$ cat src/rtl/fetch_pipe_ctrl.sv
// Fetch-side pipeline control: owns the PC and the IF/ID register, applies
// redirect / load-use stall / IF flush, and keeps stall/flush statistics.
//
// state | meaning
// ------+----------------------------------------------------
// RUN   | fetching sequentially (normal or explicit flush)
// HOLD  | load-use stall, PC and IF/ID frozen
// REDIR | branch redirect taken, IF/ID holds a bubble
module fetch_pipe_ctrl #(
    parameter logic [31:0] RESET_PC  = 32'h0000_0000,
    parameter int          MAX_STALL = 8,
    parameter int          CNT_W     = 16
) (
    input  logic             clk_i,
    input  logic             rst_i,
    input  logic             stall_i,
    input  logic             if_flush_i,
    input  logic             branch_taken_i,
    input  logic [31:0]      branch_target_i,
    input  logic [31:0]      instr_i,
    output logic [31:0]      pc_o,
    output logic [31:0]      ifid_pc4_o,
    output logic [31:0]      ifid_instr_o,
    output logic             ifid_valid_o,
    output logic [1:0]       state_o,
    output logic [CNT_W-1:0] stall_cnt_o,
    output logic [CNT_W-1:0] flush_cnt_o,
    output logic             stall_err_o
);

    typedef enum logic [1:0] {
        ST_RUN   = 2'd0,
        ST_HOLD  = 2'd1,
        ST_REDIR = 2'd2
    } state_t;

    localparam logic [7:0] MAX_STALL_L = 8'(MAX_STALL);

    state_t      state_q, state_d;
    logic [7:0]  consec_q;
    logic [31:0] pc_plus4;
    logic        do_redir, do_stall, do_flush;

    // Priority decode: redirect beats stall beats flush.
    assign do_redir = branch_taken_i;
    assign do_stall = stall_i & ~branch_taken_i;
    assign do_flush = if_flush_i & ~stall_i & ~branch_taken_i;
    assign pc_plus4 = pc_o + 32'd4;
    assign state_o  = state_q;

    always_comb begin
        state_d = ST_RUN;
        if (do_redir)
            state_d = ST_REDIR;
        else if (do_stall)
            state_d = ST_HOLD;
    end

    always_ff @(posedge clk_i or negedge rst_i) begin
        if (!rst_i)
            state_q <= ST_RUN;
        else
            state_q <= state_d;
    end

    always_ff @(posedge clk_i or negedge rst_i) begin
        if (!rst_i) begin
            pc_o         <= RESET_PC;
            ifid_pc4_o   <= 32'd0;
            ifid_instr_o <= 32'd0;
            ifid_valid_o <= 1'b0;
        end else if (do_redir) begin
            pc_o         <= branch_target_i;
            ifid_pc4_o   <= 32'd0;
            ifid_instr_o <= 32'd0;
            ifid_valid_o <= 1'b0;
        end else if (do_stall) begin
            pc_o         <= pc_o;
        end else if (do_flush) begin
            pc_o         <= pc_plus4;
            ifid_pc4_o   <= 32'd0;
            ifid_instr_o <= 32'd0;
            ifid_valid_o <= 1'b0;
        end else begin
            pc_o         <= pc_plus4;
            ifid_pc4_o   <= pc_plus4;
            ifid_instr_o <= instr_i;
            ifid_valid_o <= 1'b1;
        end
    end

    always_ff @(posedge clk_i or negedge rst_i) begin
        if (!rst_i) begin
            stall_cnt_o <= '0;
            flush_cnt_o <= '0;
        end else begin
            if (do_stall && stall_cnt_o != '1)
                stall_cnt_o <= stall_cnt_o + 1'b1;
            if ((do_redir || do_flush) && flush_cnt_o != '1)
                flush_cnt_o <= flush_cnt_o + 1'b1;
        end
    end

    // Watchdog: a redirect edge also breaks the consecutive-stall run.
    always_ff @(posedge clk_i or negedge rst_i) begin
        if (!rst_i) begin
            consec_q    <= 8'd0;
            stall_err_o <= 1'b0;
        end else if (do_stall) begin
            if (consec_q != MAX_STALL_L)
                consec_q <= consec_q + 8'd1;
            if (consec_q >= MAX_STALL_L - 8'd1)
                stall_err_o <= 1'b1;
        end else begin
            consec_q <= 8'd0;
        end
    end

endmodule

$ cat config.mk
export PLATFORM = sky130hd
export DESIGN_NAME = fetch_pipe_ctrl
export DESIGN_NICKNAME = d
export VERILOG_FILES = /design/src/rtl/fetch_pipe_ctrl.sv
export SDC_FILE = /design/constraint.sdc
export NUM_CORES = 1
export LEC_CHECK = 0
export ABC_AREA = 0
export CORE_MARGIN = 2
export CORE_UTILIZATION = 23
export CTS_BUF_LIST = sky130_fd_sc_hd__clkbuf_8
export DETAILED_ROUTE_END_ITERATION = 6
export GPL_ROUTABILITY_DRIVEN = 1
export GPL_TIMING_DRIVEN = 0
export PLACE_DENSITY_LB_ADDON = 0.3
export RECOVER_POWER = 50
export SLEW_MARGIN = 20
export SYNTH_ARGS = -nofsm -noshare
export SYNTH_HDL_FRONTEND = slang
export SYNTH_SLANG_ARGS = --single-unit
$ cat constraint.sdc
create_clock -name clk_i -period 3.9 [get_ports clk_i]
set_input_delay 0.585 -clock clk_i [delete_from_list [all_inputs] [get_ports clk_i]]
set_output_delay 0.585 -clock clk_i [all_outputs]
set_load 0.01 [all_outputs]
==> impl_metrics.yaml <==
status:
  status: "finished with violations"
  failed_checks: "capacitance limit, slew limit"
placement:
  dp_hpwl_mm: 15.0
  place_congestion: 0.795
  place_ws_ns: 0.887
  io_buffer_count: 199
  placed_cell_area_um2: 9060
  place_inst: 1199
clock_tree:
  post_cts_resized: 0
  cts.sinks: 140
  clkTransAtPathRegs_ns: 0.09
  insertion_delay_ns: 0.45
  cts_made_buffers: 17
  post-cts-setup-buffers: 0
  root_buffer: "clkbuf_8"
  clockBufferDepth: 2
  cts_tree: "yes"
  ctsHoldBuffers: 0
  htree_levels: 4
floorplanning:
  pin_count: 201
  die_x_um: 173
  rows: 61
  design.die.area_um2: 29900
  fp.coreArea_um2: 27900
  die_h_um: 173
  start_util_pct: 23.5
logic_synthesis:
  ys_ff_latch: 140
  synth_nets: 695
  synth_cell_types: 54
  ys_warn_count: 0
  syn_avg_cell_area_um2: 10.6
  syn_inst: 621
  ys_seq_area_share_pct: 53.4
  synth_area_um2: 6560
sta:
  fin_worst_skew_ns: 0.0274
  fin_crit_ns: 2.65
  hold_viol: 0
  maxSlewViolCount: 82
  fmax_ghz: 0.377
  period_share_pct: 68.0
  slew_headroom_pct: -41.2
  worst_slack_ns: 1.25
  setup_violations: 0
  setup_tns_ns: 0
  rsz0062_at_grt: "false"
  worstMarginPinSlew_ns: 2.12
detailed_routing:
  viasPerCell: 4.36
  drt-initial-drc-count: 267
  drt-total-wl_mm: 20.1
  via_count: 5371
  wl_per_cell_um: 16.3
  drtAntennaViolNets: 0
  firstDrtPassIters: 4
  drc_errors: 0
global_routing:
  grt_pass1_vias: 5361
  grt_pass1_wl_mm: 31.8
  grt_start_max_net_pins: 82
  antenna_found_initial: 0
  track_usage_pct: 13.7
  grt_overflow_total: 0
final_layout:
  drive_gt1_share_pct: 7.50
  utilization_pct: 33.7
  syn2layout_area_growth_pct: 43.5
  final_area_um2: 9410
  layout_common_cells: "clkdlybuf4s50_1 (173), dfrtp_1 (140), nand2_1 (86), xor2_1 (49), xnor2_1 (39)"
  layout_commonest_cell: "clkdlybuf4s50_1"
  fin_cells: 1231
  diodes: 0
  fin_nets: 914
power_and_ir_drop:
  power_leakage_nw: 3.89
  pwr-share-clk_pct: 32.5
  vdd_drop_max_uv: 163
  seqPwrFrac_pct: 46.9
  switching_share_pct: 30.2
  switchingPower_mw: 1.11
  power_frac_comb_pct: 20.6
  power-per-cell-area_nw_per_um2: 392
  intPower_mw: 2.58
setup_path:
  cp_max_fo: 10
  cp.required_ns: 4.27
  crit_type: "in2reg"
  start_kind: "primary input"
  crit_arrival_ns: 3.03
  endpoint_kind: "flip-flop"
flow_run:
  maxCapViolCount: 1
worst_hold_path:
  hold_path.class: "in2async"
[critical path, stage by stage]
cell,delay (ns)
dlygate4sd3_1,0.66
clkbuf_1,0.35
nor3_2,0.67
clkbuf_1,0.53
a22o_1,0.22
[routing by layer]
metal	share of wire (%)	vias up	track usage, %
li1	-	2616	-
met1	46	2603	18.2
met2	48	137	21.9
met3	4.5	15	3.39
met4	1.5	0	4.20
met5	0	-	0
[power groups by stage]
stage               clock [mW]  sequential (mW)  combinational [mW]
floorplan                    0             1.79               0.277
global route              1.31             1.76               0.822
global placement             0             1.76               0.772
CTS                       1.25             1.73               0.784
detailed placement           0             1.76               0.781
finish                    1.20             1.73               0.760
[per-stage QoR]
| step | power (mW) | hold WS [ns] |
|---|---|---|
| 6_report | 3.69 | 0.0374 |
| 4_1_cts | 3.77 | 0.0465 |
| 5_1_grt | 3.88 | 0.0382 |
| 3_3_place_gp | 2.53 | 0.458 |
| 3_5_place_dp | 2.54 | 0.460 |
| 2_1_floorplan | 2.06 | 0.289 |
[cell type report]
class,count,area (um^2)
sequential,140,3500
clock buffer,18,248
timing repair buffer,200,2000
tap,378,473
fill,2901,18500
inverter,9,33.8
buffer,34,175
clock inverter,14,143
multi-input combinational,438,2840
[Yosys cell counts (all sizes together)]
cell type	number	share of area, %
nand2	86	4.9
and4bb	1	0.19
mux2i	3	0.46
and4	3	0.40
and3	14	1.4
nor4b	1	0.13
and4b	1	0.15
nand2b	1	0.095
nor3	15	1.6
a21oi	3	0.23
o31a	1	0.13
mux2	4	0.69
o21bai	1	0.11
nand4b	4	0.53
nor2b	2	0.19
a41oi	2	0.27
nor2	33	1.9
a22o	36	4.8
xor2	49	6.5
or2	2	0.19
nand4	19	1.8
xnor2	39	5.2
buf	11	1.2
o21ai	58	4.5
and2	2	0.19
ha	5	0.95
dlygate4sd1	1	0.13
or3	2	0.19
clkbuf	22	1.5
dfrtp	140	53
o2111ai	2	0.27
a2111o	1	0.17
inv	9	0.51
a31oi	4	0.38
nor4	6	1.3
nand3	37	3.3
a41o	1	0.15
[worst paths after layout]
path | start | end | slack [ns] | cells past startpoint
setup / recovery | branch_taken_i | ifid_instr_o[27] | 1.25 | 5
min in group clk_i | stall_err_o | stall_err_o | 0.47 | 1
setup reg to reg | pc_o[2] | ifid_pc4_o[16] | 1.74 | 6
hold reg to reg | stall_err_o | stall_err_o | 0.47 | 1
hold / removal | rst_i | flush_cnt_o[8] | 0.04 | 1
max in group asynchronous | rst_i | consec_q[3] | 1.44 | 2
[sequential cells by signal, summed over array words and instances, names as in the netlist]
name          cells
stall_cnt_o      16
flush_cnt_o      16
ifid_pc4_o       32
ifid_instr_o     32
ifid_valid_o      1
stall_err_o       1
state_o           2
consec_q          8
pc_o             32
[cells by family (layout without fill, tap and decap cells)]
| family | Yosys count | after routing | synth area share, % |
|---|---|---|---|
| compound gates | 109 | 109 | 11.0 |
| xor+xnor | 88 | 88 | 11.7 |
| fa+ha+maj | 5 | 5 | 0.953 |
| buf+inv | 43 | 275 | 3.30 |
| flops | 140 | 140 | 53.4 |
| mux | 7 | 7 | 1.14 |
| simple gates | 229 | 229 | 18.5 |
No activity file was read; power rests on OpenSTA's default activity.
